===== src/rtl/xor_unit_arbiter_if.sv =====
// Bundle between the requesters, the arbiter and the shared XOR datapath.
// master = arbiter side, slave = requesters/datapath side.
interface xor_unit_arbiter_if #(
  parameter int unsigned W = 16,
  parameter int unsigned N = 4
);
  logic           en;
  logic [N-1:0]   req;
  logic [N*W-1:0] a_in;
  logic [N*W-1:0] b_in;
  logic [N-1:0]   gnt;
  logic           dp_start;
  logic [W-1:0]   dp_a;
  logic [W-1:0]   dp_b;
  logic [W-1:0]   dp_y;
  logic           dp_valid;
  logic [N-1:0]   rsp_valid;
  logic [W-1:0]   rsp_y;
  logic           busy;
  logic           err;

  modport master (
    input  en, req, a_in, b_in, dp_y, dp_valid,
    output gnt, dp_start, dp_a, dp_b, rsp_valid, rsp_y, busy, err
  );

  modport slave (
    output en, req, a_in, b_in, dp_y, dp_valid,
    input  gnt, dp_start, dp_a, dp_b, rsp_valid, rsp_y, busy, err
  );
endinterface


===== src/rtl/xor_unit_arbiter.sv =====
// Round-robin arbiter sharing one LAT-cycle XOR datapath between N requesters.
// Optional XARB_WDOG_EN: sticky err on dp_valid / tag mismatch, missing results answered with 0.
module xor_unit_arbiter #(
  parameter int unsigned W   = 16,
  parameter int unsigned N   = 4,
  parameter int unsigned LAT = 2
) (
  input logic                 clk,
  input logic                 rst_n,
  xor_unit_arbiter_if.master  bus
);
  localparam int unsigned PW = (N > 1) ? $clog2(N) : 1;

  logic [N-1:0]          outstanding;
  logic [N-1:0]          elig;
  logic [N-1:0]          rot;
  logic [N-1:0]          win_oh;
  logic [N-1:0]          rsp_oh;
  logic [N-1:0]          gnt_q;
  logic [N-1:0]          rsp_valid_q;
  logic [PW-1:0]         ptr;
  logic [PW-1:0]         ptr_nxt;
  logic [PW-1:0]         win;
  int unsigned           win_i;
  logic                  found;
  logic [W-1:0]          sel_a;
  logic [W-1:0]          sel_b;
  logic [W-1:0]          dp_a_q;
  logic [W-1:0]          dp_b_q;
  logic [W-1:0]          rsp_y_q;
  logic [W-1:0]          rsp_data;
  logic                  dp_start_q;
  logic                  err_q;
  logic                  fin_v;
  logic                  rsp_fire;
  logic                  mismatch;
  logic [LAT:0]          tag_v;
  logic [LAT:0][PW-1:0]  tag_id;

  // Rotate eligibility so bit 0 is the requester at ptr; first set bit wins.
  always_comb begin
    elig    = bus.req & ~outstanding & {N{bus.en}};
    rot     = N'({elig, elig} >> ptr);
    found   = 1'b0;
    win_i   = 0;
    for (int unsigned k = 0; k < N; k++) begin
      if (!found && rot[k]) begin
        found = 1'b1;
        win_i = k + 32'(ptr);
        if (win_i >= N) win_i = win_i - N;
      end
    end
    win     = PW'(win_i);
    win_oh  = found ? (N'(1) << win_i) : '0;
    ptr_nxt = (win_i + 1 >= N) ? '0 : PW'(win_i + 1);
    sel_a   = '0;
    sel_b   = '0;
    for (int unsigned i = 0; i < N; i++) begin
      if (win_oh[i]) begin
        sel_a = bus.a_in[i*W +: W];
        sel_b = bus.b_in[i*W +: W];
      end
    end
  end

  always_comb begin
    fin_v  = tag_v[LAT];
    rsp_oh = N'(1) << tag_id[LAT];
`ifdef XARB_WDOG_EN
    rsp_fire = fin_v;
    rsp_data = bus.dp_valid ? bus.dp_y : '0;
    mismatch = fin_v ^ bus.dp_valid;
`else
    rsp_fire = fin_v & bus.dp_valid;
    rsp_data = bus.dp_y;
    mismatch = 1'b0;
`endif
  end

  always_ff @(posedge clk or negedge rst_n) begin
    if (!rst_n) begin
      gnt_q       <= '0;
      dp_start_q  <= 1'b0;
      dp_a_q      <= '0;
      dp_b_q      <= '0;
      ptr         <= '0;
      tag_v       <= '0;
      tag_id      <= '0;
      outstanding <= '0;
      rsp_valid_q <= '0;
      rsp_y_q     <= '0;
      err_q       <= 1'b0;
    end else begin
      gnt_q      <= win_oh;
      dp_start_q <= found;
      if (found) begin
        dp_a_q <= sel_a;
        dp_b_q <= sel_b;
        ptr    <= ptr_nxt;
      end
      tag_v  <= {tag_v[LAT-1:0], found};
      tag_id <= {tag_id[LAT-1:0], win};
      // Clear and set never hit the same id in one edge: an outstanding id is not eligible.
      outstanding <= (outstanding & ~(rsp_fire ? rsp_oh : '0)) | win_oh;
      rsp_valid_q <= rsp_fire ? rsp_oh : '0;
      if (rsp_fire) rsp_y_q <= rsp_data;
      err_q <= err_q | mismatch;
    end
  end

  assign bus.gnt       = gnt_q;
  assign bus.dp_start  = dp_start_q;
  assign bus.dp_a      = dp_a_q;
  assign bus.dp_b      = dp_b_q;
  assign bus.rsp_valid = rsp_valid_q;
  assign bus.rsp_y     = rsp_y_q;
  assign bus.busy      = dp_start_q | (|tag_v) | (|outstanding);
  assign bus.err       = err_q;
endmodule


===== src/flat_wrapper.sv =====
// flat-port wrapper written by rule: the top's interface ports become plain ports
module xor_unit_arbiter_flat 
#(
  parameter int unsigned W   = 16,
  parameter int unsigned N   = 4,
  parameter int unsigned LAT = 2
)
  (clk, rst_n, bus_en, bus_req, bus_a_in, bus_b_in, bus_dp_y, bus_dp_valid, bus_gnt, bus_dp_start, bus_dp_a, bus_dp_b, bus_rsp_valid, bus_rsp_y, bus_busy, bus_err);
  xor_unit_arbiter_if #(.W(W), .N(N)) bus_i ();
  input logic clk;
  input logic rst_n;
  input wire logic [$bits(bus_i.en)-1:0] bus_en;
  input wire logic [$bits(bus_i.req)-1:0] bus_req;
  input wire logic [$bits(bus_i.a_in)-1:0] bus_a_in;
  input wire logic [$bits(bus_i.b_in)-1:0] bus_b_in;
  input wire logic [$bits(bus_i.dp_y)-1:0] bus_dp_y;
  input wire logic [$bits(bus_i.dp_valid)-1:0] bus_dp_valid;
  output wire logic [$bits(bus_i.gnt)-1:0] bus_gnt;
  output wire logic [$bits(bus_i.dp_start)-1:0] bus_dp_start;
  output wire logic [$bits(bus_i.dp_a)-1:0] bus_dp_a;
  output wire logic [$bits(bus_i.dp_b)-1:0] bus_dp_b;
  output wire logic [$bits(bus_i.rsp_valid)-1:0] bus_rsp_valid;
  output wire logic [$bits(bus_i.rsp_y)-1:0] bus_rsp_y;
  output wire logic [$bits(bus_i.busy)-1:0] bus_busy;
  output wire logic [$bits(bus_i.err)-1:0] bus_err;
  assign bus_i.en = bus_en;
  assign bus_i.req = bus_req;
  assign bus_i.a_in = bus_a_in;
  assign bus_i.b_in = bus_b_in;
  assign bus_i.dp_y = bus_dp_y;
  assign bus_i.dp_valid = bus_dp_valid;
  assign bus_gnt = bus_i.gnt;
  assign bus_dp_start = bus_i.dp_start;
  assign bus_dp_a = bus_i.dp_a;
  assign bus_dp_b = bus_i.dp_b;
  assign bus_rsp_valid = bus_i.rsp_valid;
  assign bus_rsp_y = bus_i.rsp_y;
  assign bus_busy = bus_i.busy;
  assign bus_err = bus_i.err;
  xor_unit_arbiter #(.W(W), .N(N), .LAT(LAT)) u_core (.clk(clk), .rst_n(rst_n), .bus(bus_i));
endmodule

===== config.mk =====
export PLATFORM = sky130hd
export DESIGN_NAME = xor_unit_arbiter_flat
export DESIGN_NICKNAME = d
export VERILOG_FILES = /design/src/rtl/xor_unit_arbiter_if.sv /design/src/rtl/xor_unit_arbiter.sv /design/src/flat_wrapper.sv
export SDC_FILE = /design/constraint.sdc
export NUM_CORES = 1
export LEC_CHECK = 0
export CORE_MARGIN = 2
export CORE_UTILIZATION = 40
export CTS_CLUSTER_SIZE = 40
export DETAILED_ROUTE_END_ITERATION = 10
export GPL_TIMING_DRIVEN = 0
export HOLD_SLACK_MARGIN = 0.15
export PLACE_DENSITY_LB_ADDON = 0.2
export SETUP_SLACK_MARGIN = 0.5
export SKIP_CTS_REPAIR_TIMING = 1
export SYNTH_ARGS = -nofsm -noshare
export SYNTH_HDL_FRONTEND = slang
export SYNTH_SLANG_ARGS = --single-unit

===== constraint.sdc =====
create_clock -name clk -period 3.9 [get_ports clk]
set_input_delay 0.39 -clock clk [delete_from_list [all_inputs] [get_ports clk]]
set_output_delay 0.39 -clock clk [all_outputs]
set_load 0.01 [all_outputs]

=== After elaboration in Yosys (flattened, before gate mapping) ===
Cells that the tools add are included.
W data, S select, Z words.

* Magnitude comparators: 5
* Bitwise operators: 9
* Muxes and demuxes: 23
* Reductions and logical operators: 8
* Equal/unequal tests: 0
* $add $sub $neg: 8
* Shifts and indexed selects: 3
* $mul: 0
* Divide/modulo/power cells: 0

{| class="wikitable"
|+ Operator list
! kind !! count
|-
| $mux W32 || 8
|-
| $ge A32 B3 Y1 const B || 4
|-
| $mux W16 || 8
|-
| $sub A32 B3 Y32 const B || 3
|-
| $add A32 B1 Y32 const B || 1
|-
| $shl A1 B32 Y4 const A || 1
|-
| $and A4 B4 Y4 || 3
|-
| $mux W4 || 2
|-
| $not A4 Y4 || 2
|-
| $shr A8 B2 Y4 || 1
|-
| $add A2 B2 Y3 const A || 2
|-
| $mux W1 || 4
|-
| $or A4 B4 Y4 || 1
|-
| $reduce_or A4 Y1 || 1
|-
| $shl A1 B2 Y4 const A || 1
|-
| $sub A2 B3 Y4 const B || 1
|-
| $add A1 B2 Y3 const A || 1
|-
| $ge A2 B3 Y1 const B || 1
|-
| $logic_and A1 B1 Y1 || 3
|-
| $logic_not A1 Y1 || 3
|-
| $reduce_or A3 Y1 || 1
|-
| $mux W2 || 1
|-
| $or A1 B1 Y1 || 2
|-
| $and A1 B1 Y1 || 1
|}

* Word-level logic and storage cells: 68
* Memory bits (read-only): 0
* Bits in latches: 0
* Flip-flop bits (word level): 72
* Memories kept: 0
* Input bits: 152
* Output and inout port bits: 59
* Bits in writable memories: 0

=== Logic depth before layout (Yosys ltp) ===
* Depth in word-level cells: 20
* Mapped depth: 14
* Depth with buffers taken out: 12

=== Worst setup path before layout ===
OpenSTA, ideal clock, no wires.

* Kind: flip-flop to flip-flop
* Start point: register u_core.ptr[0]
* End point: register u_core.ptr[0]
* Period minus slack after synthesis: 3.440 ns
* Path buffers: 1
* Setup time: 0.068 ns
* Path slack: 0.460 ns
* Cell stages (with the launch flop): 13
* Data arrival time: 3.372 ns
* Cells stage by stage: dfrtp_1 > or3b_1 > a21bo_1 > mux2_4 > o211a_4 > clkinv_2 > buf_4 > ha_1 > nand2_1 > ha_1 > or4b_2 > nor4_1 > a32o_1

* Cells in the longest elaborated chain, start to end: 14
* Elaborated cells on any way between the ends: 33
* Classes of those cells: 8 x add/sub; 5 x order compare; 1 x shift; 13 x mux; 6 x reduce/logical

{| class="wikitable"
|+ RTL lines
! element !! line !! text
|-
| start: declaration || xor_unit_arbiter.sv:21 || <nowiki>logic [PW-1:0] ptr;</nowiki>
|-
| start signal: assignment || xor_unit_arbiter.sv:99 || <nowiki>ptr <= ptr_nxt;</nowiki>
|-
| parallel branches: the longest is 10 deep, another holds $sub A32 B3 Y32 || n/a ||
|-
| $mux W32 (*) || xor_unit_arbiter.sv:47 || <nowiki>if (!found && rot[k]) begin</nowiki>
|-
| net u_core.win_i[1] || xor_unit_arbiter.sv:24 || <nowiki>int unsigned win_i;</nowiki>
|-
| $add A32 B1 Y32 (*) || xor_unit_arbiter.sv:55 || <nowiki>ptr_nxt = (win_i + 1 >= N) ? '0 : PW'(win_i + 1);</nowiki>
|-
| $ge A32 B3 Y1 (*) || xor_unit_arbiter.sv:55 ||
|-
| $mux W2 (*) || xor_unit_arbiter.sv:55 ||
|}

Mark *: on every way through the listed nets, which the timed path passes.
A chain may end at the register's enable or synchronous reset.

=== Final worst setup path ===
Ends and elaborated chain as after synthesis.

==> out/metrics.yaml <==
status:
  status: "finished clean"
synthesis:
  yosys-top-cells-count: "71 x dfrtp_1, 41 x nand2_1, 29 x o211ai_1"
  synth_top_area_share_pct: 44.9
  synth-main-ff-cell: "dfrtp_1"
  ys_ff_latch: 71
  yosys_warnings: 0
  async_flop_share_pct: 100
  synth_most_common_cell: "dfrtp_1"
  yosysTopAreaCell: "dfrtp_1"
  synth_edf_count: 0
  avgSynthCellArea_sq_um: 10.7
  synth.yosys.seq_area_share_pct: 44.9
  synth_nets: 535
  ys_types: 58
  synth.cell_area_sq_um: 3960
  synthCells: 369
  synth_area_leaders: "dfrtp_1 45%, mux2i_1 6.6%, a32oi_1 5.8%, o211ai_1 5.5%, mux2_2 4.6%"
clock_tree:
  clk_latency_ns: 0.33
  numCtsBuffers: 9
  clk_pin_slew_worst_paths_ns: 0.08
  clkSinkCount: 71
  cts.path.max_buffers: 2
  cts_tree: "done"
  root_buffer: "clkbuf_8"
  htreeDepth: 3
floorplanning:
  core_sq_um: 9680
  dieArea_sq_um: 10700
  rows: 36
  ios: 211
  start_util_pct: 40.9
  die_x_microns: 103
  die_h_microns: 103
global_route:
  grt_start_max_net_pins: 72
  grt_pass1_vias: 4075
  antenna_found_initial: 0
  grt_usage_pct: 24.3
  grt_overflow: 0
  grt_first_pass_wirelength_microns: 20000
route:
  ant_nets: 0
  routed_wl_microns: 12500
  wl_per_cell_microns: 17.1
  vias: 3859
  initialDrtViolationCount: 157
  avgViaCountPerCell: 5.27
  drc: 0
  first_pass_iters: 4
min_path:
  hold_path.class: "primary input to async pin"
sta:
  finalSetupViolCount: 0
  slew_violations: 0
  layout_setup_ws_ns: 0.639
  period_share_pct: 83.6
  clock-skew-final_ns: 0.00917
  relSlewSlack_pct: 39.9
  worstMarginPinSlew_ns: 0.901
  max_freq_ghz: 0.307
  finalHoldViolations: 0
  rsz0062_at_grt: "no"
  period_needed_ns: 3.26
  hold_slack_ns: 0.173
  fin_setup_tns_ns: 0
setup_path:
  worstPathRequired_ns: 4.16
  cpMaxStageDelayCell: "or4b_4"
  r2r_start: "u_core.ptr[0]"
  startpoint: "u_core.ptr[0]"
  r2r_slack_ns: 0.64
  startpoint_type: "flop"
  path_max_fanout: 12
  max_stage_delay_ns: 0.52
  worstPathArrival_ns: 3.52
  critPathCaptureType: "flop"
  worstSetupPathType: "flop to flop"
  crit_chain: "or3b_4 > a21bo_1 > mux2_4 > o211a_4 > inv_8 > buf_12 > ha_1 > nand2_1 > ha_2 > or4b_4 > nor4_4 > a32o_1"
pwr:
  fin_total_pwr_mw: 4.14
  irDropWorstVdd_mv: 0.271
  p_leak_nw: 2.53
  power_density_nw_per_um2: 638
placed_design:
  place_area_sq_um: 6210
  post-place-cells: 710
  gp_congestion: 0.826
  port_buffers: 208
  dpl.hpwl_microns: 9700
  place_ws_ns: -0.192
job:
  drv_cap: 0
cells_and_area:
  fin_util_pct: 67.1
  area_growth_pct: 64.2
  stdcell_count: 732
  nNetsFinal: 760
  num-fill-cells: 770
  diodes: 0
  fin_area_sq_um: 6500
  drive_gt1_share_pct: 12.5
-- sequential cells by signal (all words and copies together), names as in the netlist --
| name | cells |
|---|---|
| u_core.bus.dp_a | 16 |
| u_core.bus.dp_b | 16 |
| u_core.bus.rsp_y | 16 |
| u_core.tag_id | 6 |
| u_core.bus.gnt | 4 |
| u_core.bus.rsp_valid | 4 |
| u_core.outstanding | 4 |
| u_core.tag_v | 3 |
| u_core.ptr | 2 |
-- worst paths after layout --
| check | cells past startpoint | end |
|---|---|---|
| setup reg to reg | 12 | u_core.ptr[0] |
| hold reg to reg | 0 | u_core.tag_id[5] |
| min in group clk | 0 | u_core.tag_id[5] |
| max in group asynchronous | 1 | u_core.ptr[1] |
| hold / removal | 1 | u_core.bus.dp_b[15] |
| setup / recovery | 12 | u_core.ptr[0] |
-- per-layer routing --
metal  track usage (%)  vias up  wire length, microns  share of wire, %
li1                  -     1858                     -                 -
met2              43.1      142                  6490                52
met4              8.70        0                   153               1.2
met5                 0        -                     0                 0
met1              28.7     1847                  5010                40
met3              5.65       12                   851               6.8
-- worst max-delay path, delay by kind of cell, from the launching register on --
family / cells / cell delay [ns]
AND/OR/NAND/NOR: 4 / 1.17
AO/OA/AOI/OAI: 3 / 0.70
flip-flops: 1 / 0.47
adder cells (fa/ha/maj): 2 / 0.34
multiplexers: 1 / 0.26
buffers and inverters: 2 / 0.25
-- layout by cell type (no fill, tap or decap), drive strengths merged, types with 8 or more instances in the layout --
master / Yosys / final
dfrtp: 71 / 71
clkdlybuf4s50: 0 / 206
o22ai: 9 / 9
nand2: 41 / 41
mux2i: 26 / 26
mux2: 17 / 17
o21ai: 11 / 11
o211ai: 29 / 29
clkbuf: 4 / 14
buf: 19 / 26
a32oi: 26 / 26
a21oi: 14 / 14
inv: 8 / 11
ha: 14 / 14
a21o: 8 / 8
-- final cells by class --
class                   instances  area (sq um)  share of cell area, %
plain buffers                  23           165                   2.54
clock buffers                  10           128                   1.96
clock inverters                 6          45.0                  0.693
inverters                      10          45.0                  0.693
multi-input cells             265          2030                   31.3
flip-flops and latches         71          1780                   27.4
well taps                     133           166                   2.56
repair buffers                214          2140                   32.9
-- logic make-up (layout without fill, tap and decap cells) --
| kind of cell | count (synthesis) | after routing | synth area share [%] |
|---|---|---|---|
| fa+ha+maj | 14 | 14 | 4.43 |
| flops | 71 | 71 | 44.9 |
| buf+inv | 33 | 263 | 4.68 |
| xor+xnor | 1 | 1 | 0.221 |
| simple gates | 94 | 94 | 12.9 |
| compound gates | 112 | 112 | 21.2 |
| mux | 43 | 43 | 11.5 |
| other cells | 1 | 1 | 0.0948 |
-- report_power, final --
part           switching (mW)  internal (mW)
Clock                   0.285          0.234
Sequential              0.207           1.06
Combinational            1.11           1.24
Total                    1.60           2.54
Power figures use the tool's default switching activity.
